File: src/rtl/addsub_serial_pkg.sv
// Shared types and constants for the digit-serial adder/subtractor tile.
// Bit positions on ui_in/uio_in/uo_out live here so every file agrees on the pinout.
package addsub_serial_pkg;

   typedef enum logic [1:0] {
      ST_IDLE = 2'd0,
      ST_RUN  = 2'd1,
      ST_DONE = 2'd2
   } state_t;

   localparam int DIGIT_W = 4;

   // uio_in control bits
   localparam int UI_START = 0;
   localparam int UI_SUB   = 1;
   localparam int UI_VALID = 2;

   // uo_out fields
   localparam int UO_SUM_LSB = 0;
   localparam int UO_CARRY   = 4;
   localparam int UO_OVF     = 5;
   localparam int UO_DVALID  = 6;
   localparam int UO_DONE    = 7;

   function automatic int cnt_width(input int digits);
      return (digits > 1) ? $clog2(digits) : 1;
   endfunction

endpackage

File: src/rtl/addsub_digit.sv
// One 4-bit digit of the adder/subtractor: four chained full adders with B
// conditionally inverted, plus signed-overflow detection on the top bit.
module addsub_digit
   import addsub_serial_pkg::*;
(
   input  logic [DIGIT_W-1:0] a,
   input  logic [DIGIT_W-1:0] b,
   input  logic               cin,
   input  logic               sub,
   output logic [DIGIT_W-1:0] s,
   output logic               cout,
   output logic               ovf
);

   logic [DIGIT_W-1:0] w_bx;
   logic [DIGIT_W:0]   w_c;

   assign w_bx   = b ^ {DIGIT_W{sub}};
   assign w_c[0] = cin;

   for (genvar i = 0; i < DIGIT_W; i++) begin : g_fa
      assign s[i]     = a[i] ^ w_bx[i] ^ w_c[i];
      assign w_c[i+1] = (a[i] & w_bx[i]) | (w_c[i] & (a[i] ^ w_bx[i]));
   end

   assign cout = w_c[DIGIT_W];
   // Only meaningful on the most significant digit; the top level latches it there.
   assign ovf  = (a[DIGIT_W-1] == w_bx[DIGIT_W-1]) && (s[DIGIT_W-1] != a[DIGIT_W-1]);

endmodule

File: src/rtl/tt_um_kbieganski_addsub_serial.sv
// Digit-serial WIDTH-bit adder/subtractor: one digit pair per accepted cycle,
// LSB first, carry held in a register between digits.
module tt_um_kbieganski_addsub_serial
   import addsub_serial_pkg::*;
#(
   parameter int WIDTH = 16
) (
   input  logic       clk,
   input  logic       rst_n,
   input  logic       ena,
   input  logic [7:0] ui_in,
   input  logic [7:0] uio_in,
   output logic [7:0] uo_out,
   output logic [7:0] uio_out,
   output logic [7:0] uio_oe
);

   localparam int DIGITS = WIDTH / DIGIT_W;
   localparam int CNT_W  = cnt_width(DIGITS);

   state_t             r_state;
   logic [CNT_W-1:0]   r_cnt;
   logic               r_carry;
   logic               r_sub;
   logic [DIGIT_W-1:0] r_sum;
   logic               r_cout;
   logic               r_ovf;
   logic               r_dvalid;
   logic               r_done;

   state_t             w_nxt_state;
   logic [CNT_W-1:0]   w_nxt_cnt;
   logic               w_nxt_carry;
   logic               w_nxt_sub;
   logic [DIGIT_W-1:0] w_nxt_sum;
   logic               w_nxt_cout;
   logic               w_nxt_ovf;
   logic               w_nxt_dvalid;
   logic               w_nxt_done;

   logic               w_start;
   logic               w_valid;
   logic               w_last;
   logic [DIGIT_W-1:0] w_s;
   logic               w_c;
   logic               w_o;
   logic               w_unused;

   assign w_start  = uio_in[UI_START];
   assign w_valid  = uio_in[UI_VALID];
   assign w_last   = (r_cnt == CNT_W'(DIGITS - 1));
   assign w_unused = &{1'b0, uio_in[7:3]};

   addsub_digit u_digit (
      .a    (ui_in[DIGIT_W-1:0]),
      .b    (ui_in[2*DIGIT_W-1:DIGIT_W]),
      .cin  (r_carry),
      .sub  (r_sub),
      .s    (w_s),
      .cout (w_c),
      .ovf  (w_o)
   );

   always_comb begin
      w_nxt_state  = r_state;
      w_nxt_cnt    = r_cnt;
      w_nxt_carry  = r_carry;
      w_nxt_sub    = r_sub;
      w_nxt_sum    = r_sum;
      w_nxt_cout   = r_cout;
      w_nxt_ovf    = r_ovf;
      w_nxt_dvalid = r_dvalid;
      w_nxt_done   = r_done;

      // start wins in every state; a subtract seeds the carry with the +1 of two's complement
      if (w_start) begin
         w_nxt_state  = ST_RUN;
         w_nxt_sub    = uio_in[UI_SUB];
         w_nxt_carry  = uio_in[UI_SUB];
         w_nxt_cnt    = '0;
         w_nxt_cout   = 1'b0;
         w_nxt_ovf    = 1'b0;
         w_nxt_dvalid = 1'b0;
         w_nxt_done   = 1'b0;
      end else begin
         case (r_state)
            ST_RUN: begin
               if (w_valid) begin
                  w_nxt_sum    = w_s;
                  w_nxt_dvalid = 1'b1;
                  w_nxt_carry  = w_c;
                  w_nxt_cnt    = r_cnt + CNT_W'(1);
                  if (w_last) begin
                     w_nxt_cout  = w_c;
                     w_nxt_ovf   = w_o;
                     w_nxt_done  = 1'b1;
                     w_nxt_state = ST_DONE;
                  end
               end else begin
                  w_nxt_dvalid = 1'b0;
               end
            end
            ST_DONE: w_nxt_dvalid = 1'b0;
            default: ;
         endcase
      end
   end

   always_ff @(posedge clk) begin
      if (!rst_n) begin
         r_state  <= ST_IDLE;
         r_cnt    <= '0;
         r_carry  <= 1'b0;
         r_sub    <= 1'b0;
         r_sum    <= '0;
         r_cout   <= 1'b0;
         r_ovf    <= 1'b0;
         r_dvalid <= 1'b0;
         r_done   <= 1'b0;
      end else if (ena) begin
         r_state  <= w_nxt_state;
         r_cnt    <= w_nxt_cnt;
         r_carry  <= w_nxt_carry;
         r_sub    <= w_nxt_sub;
         r_sum    <= w_nxt_sum;
         r_cout   <= w_nxt_cout;
         r_ovf    <= w_nxt_ovf;
         r_dvalid <= w_nxt_dvalid;
         r_done   <= w_nxt_done;
      end
   end

   assign uo_out[UO_SUM_LSB +: DIGIT_W] = r_sum;
   assign uo_out[UO_CARRY]              = r_cout;
   assign uo_out[UO_OVF]                = r_ovf;
   assign uo_out[UO_DVALID]             = r_dvalid;
   assign uo_out[UO_DONE]               = r_done;
   assign uio_out                       = 8'h00;
   assign uio_oe                        = 8'h00;

endmodule

File: config.mk
export PLATFORM = sky130hd
export DESIGN_NAME = tt_um_kbieganski_addsub_serial
export DESIGN_NICKNAME = d
export VERILOG_FILES = /design/src/rtl/addsub_serial_pkg.sv /design/src/rtl/addsub_digit.sv /design/src/rtl/tt_um_kbieganski_addsub_serial.sv
export SDC_FILE = /design/constraint.sdc
export NUM_CORES = 1
export LEC_CHECK = 0
export ABC_CLOCK_PERIOD_IN_PS = 5200
export CELL_PAD_IN_SITES_DETAIL_PLACEMENT = 0
export CELL_PAD_IN_SITES_GLOBAL_PLACEMENT = 1
export CORE_ASPECT_RATIO = 0.8
export CORE_MARGIN = 2
export CORE_UTILIZATION = 31
export CTS_BUF_LIST = sky130_fd_sc_hd__clkbuf_16
export CTS_CLUSTER_SIZE = 14
export DETAILED_ROUTE_END_ITERATION = 12
export GPL_TIMING_DRIVEN = 0
export PLACE_DENSITY_LB_ADDON = 0.1
export SYNTH_ARGS = -nofsm -noshare
export SYNTH_HDL_FRONTEND = slang
export SYNTH_HIERARCHICAL = 1
export SYNTH_SLANG_ARGS = --single-unit
File: constraint.sdc
create_clock -name clk -period 5.2 [get_ports clk]
set_input_delay 1.04 -clock clk [delete_from_list [all_inputs] [get_ports clk]]
set_output_delay 1.04 -clock clk [all_outputs]
set_load 0.005 [all_outputs]
==> results.tsv <==
stage	metric	value	unit
global_route	grt_pass1_vias	747	
global_route	grt_pass1_wl	3280	um
synthesis	synthTopCellsByArea	dfxtp_1 (27%), buf_4 (16%), fa_1 (8.4%)	
sta	rsz0062_at_grt	false	
cts	cts-hold-fix-buffers	0	
synthesis	synth_edf_count	0	
finish	fin_util	47.3	%
critical_path	required	5.36	ns
sta	fmax	289	MHz
sta	finalHoldViolations	0	
cts	cts-root-buf	clkbuf_16	
power_and_ir_drop	ir_worst_vdd	0.129	mV
place	place_congestion	0.760	
sta	skew	0.00432	ns
synthesis	synth.cell_area	955	um2
place	portBuffers	21	
synthesis	synthTopCellsByCount	buf_4 (20), inv_1 (14), dfxtp_1 (13), a21oi_1 (9), nand2_1 (8)	
cts	cts_tree	built	
sta	fin_tns_setup	0	ns
sta	fin_hold_ws	0.468	ns
global_route	grt_max_degree	11	
sta	finalCritPeriodShare	66.5	%
cts	post_cts_resized	0	
cts	clock_path_buffers	2	
die	die_w	66.0	um
global_route	grt_usage	12.8	%
synthesis	synth_top_cell_by_area	dfxtp_1	
global_route	antenna_found_initial	0	
die	start_util	33.5	%
finish	nets	178	
critical_path	critPathMaxFanout	2	
power_and_ir_drop	power_density	229	nW/um2
route	via_per_inst	4.17	
synthesis	synth_top_area_share	27.3	%
job	drv_cap	0	
synthesis	async_flop_share	0	%
synthesis	yosysWarnings	6	
critical_path	arrival	3.62	ns
finish	area.growth.synth_to_final	41.2	%
synthesis	yosys_most_used_dff	dfxtp_1	
cts	numClockSinks	13	
route	drt-total-wl	1940	um
place	place_hpwl	1590	um
route	avgRoutedWirePerCell	10.2	um
route	routed-via-count	793	
route	detail_route.first_pass.iterations	4	
synthesis	seq_area_frac_synth	27.3	%
finish	n_fill_cell	305	
hold_path	hold_class	register to register	
route	drtIter0Drc	22	
die	die_height	53.6	um
sta	drv_slew	0	
die	dieArea	3540	um2
critical_path	cp-start-kind	input pin	
die	placementRows	17	
sta	setup_viol	0	
die	io_pins	43	
cts	post_cts_buffers	0	
critical_path	path_class	input pin to register	
route	antenna_left	0	
sta	min_period	3.46	ns
synthesis	syn_inst	112	
finish	antennaDiodeCount	0	
synthesis	postSynthAreaPerCell	8.52	um2
power_and_ir_drop	p_leak	0.600	nW
critical_path	worstSetupEndpointType	register	
synthesis	synth.most_common_cell	buf_4	
finish	drive_above_1_share	19.7	%
outcome	status	finished, final reports clean	
cts	htree_levels	1	
die	core_area	2850	um2
synthesis	ys_ff_latch	13	
global_route	grt_overflow	0	
cts	clk_pin_slew	0.04	ns
route	drc	0	
synthesis	synth.distinct_cells	31	
cts	cts_buffers	3	
cts	clk_latency	0.24	ns
-- stage by stage --
step                      instances  power, W  area [um2]  setup slack (ns)
final                           190  0.000308        1350              1.74
after global routing            190  0.000327        1350              1.53
after CTS                       190  0.000312        1350              1.72
after detailed placement        186  0.000166        1270              1.47
after global placement          186  0.000165        1270              1.51
after floorplan                 127  0.000145        1010              2.08
-- logic make-up (layout without fill, tap and decap cells) --
kind of cell	after synthesis	in the layout	synth area share, %
xor+xnor	5	5	4.59
buf+inv	38	63	23.7
flops	13	13	27.3
other cells	1	16	0.393
simple gates	23	23	15.1
mux	2	2	2.23
compound gates	24	24	15.7
fa+ha+maj	6	6	11.0
-- registers in the layout, summed over array words and instances, names as in the netlist --
signal	flops
r_ovf	1
r_dvalid	1
r_cout	1
r_sub	1
r_sum	4
r_cnt	2
r_carry	1
r_state	2
-- placed cells by master (no fill, tap or decap) --
cell type        synthesis  final
a211o_1                  2      2
a211o_2                  1      1
a21o_2                   1      1
a21oi_1                  9      9
a2bb2oi_1                1      1
a31oi_1                  2      2
and3b_2                  1      1
and4b_4                  1      1
buf_2                    1      1
buf_4                   20     20
buf_6                    1      1
clkbuf_1                 1      1
clkbuf_16                0      3
clkdlybuf4s50_1          0     21
clkinv_1                 1      1
conb_1                   1     16
dfxtp_1                 13     13
fa_1                     4      4
ha_1                     2      2
inv_1                   14     15
mux2_2                   1      1
mux2i_1                  1      1
nand2_1                  8      8
nand3_1                  2      2
nand3b_1                 5      5
nand4b_1                 3      3
nor2_1                   2      2
nor4b_1                  1      1
o211a_1                  1      1
o21ai_0                  6      6
o31ai_1                  1      1
xnor2_1                  3      3
xor2_1                   2      2
-- report_power, final --
group          total (W)  switching [W]  leakage [nW]  internal, W
Combinational  0.0000593      0.0000267         0.453    0.0000327
Clock           0.000144      0.0000427        0.0423     0.000101
Sequential      0.000104     0.00000213         0.105     0.000102
-- layer usage --
layer	vias up	track usage [%]	routed length, um
li1	418	-	-
met1	344	14.7	894
met2	26	21.0	882
met3	5	5.23	136
met4	0	6.12	27
met5	-	0	0
-- worst paths after layout --
check	startpoint	endpoint	slack, ns	cells past startpoint
worst max-delay path	ui_in[4]	r_ovf$_SDFFE_PN0P_	1.74	13
worst min-delay path	r_sum[0]$_SDFFE_PN0P_	r_sum[0]$_SDFFE_PN0P_	0.47	2
worst max register to register	r_sub$_SDFFE_PN0P_	r_ovf$_SDFFE_PN0P_	2.54	12
worst min register to register	r_sum[0]$_SDFFE_PN0P_	r_sum[0]$_SDFFE_PN0P_	0.47	2
-- critical path: stages --
cell and delay (ns):
clkdlybuf4s50_1 0.42, xnor2_1 0.15, fa_1 0.36, inv_1 0.07, fa_1 0.16, inv_1 0.05, fa_1 0.35, inv_1 0.07
fa_1 0.44, xnor2_1 0.15, nor2_1 0.09, nand4b_1 0.11, a31oi_1 0.17
-- area by class of cell --
| class | count | area, um2 | area share, % |
|---|---|---|---|
| sequential | 13 | 260 | 19.3 |
| timing repair buffer | 21 | 210 | 15.6 |
| multi-input combinational | 76 | 524 | 38.9 |
| clock buffer | 3 | 75.1 | 5.57 |
| buffer | 23 | 170 | 12.6 |
| inverter | 15 | 56.3 | 4.18 |
| clock inverter | 1 | 3.75 | 0.279 |
| tap | 38 | 47.5 | 3.53 |
(Power assumes the default switching activity.)
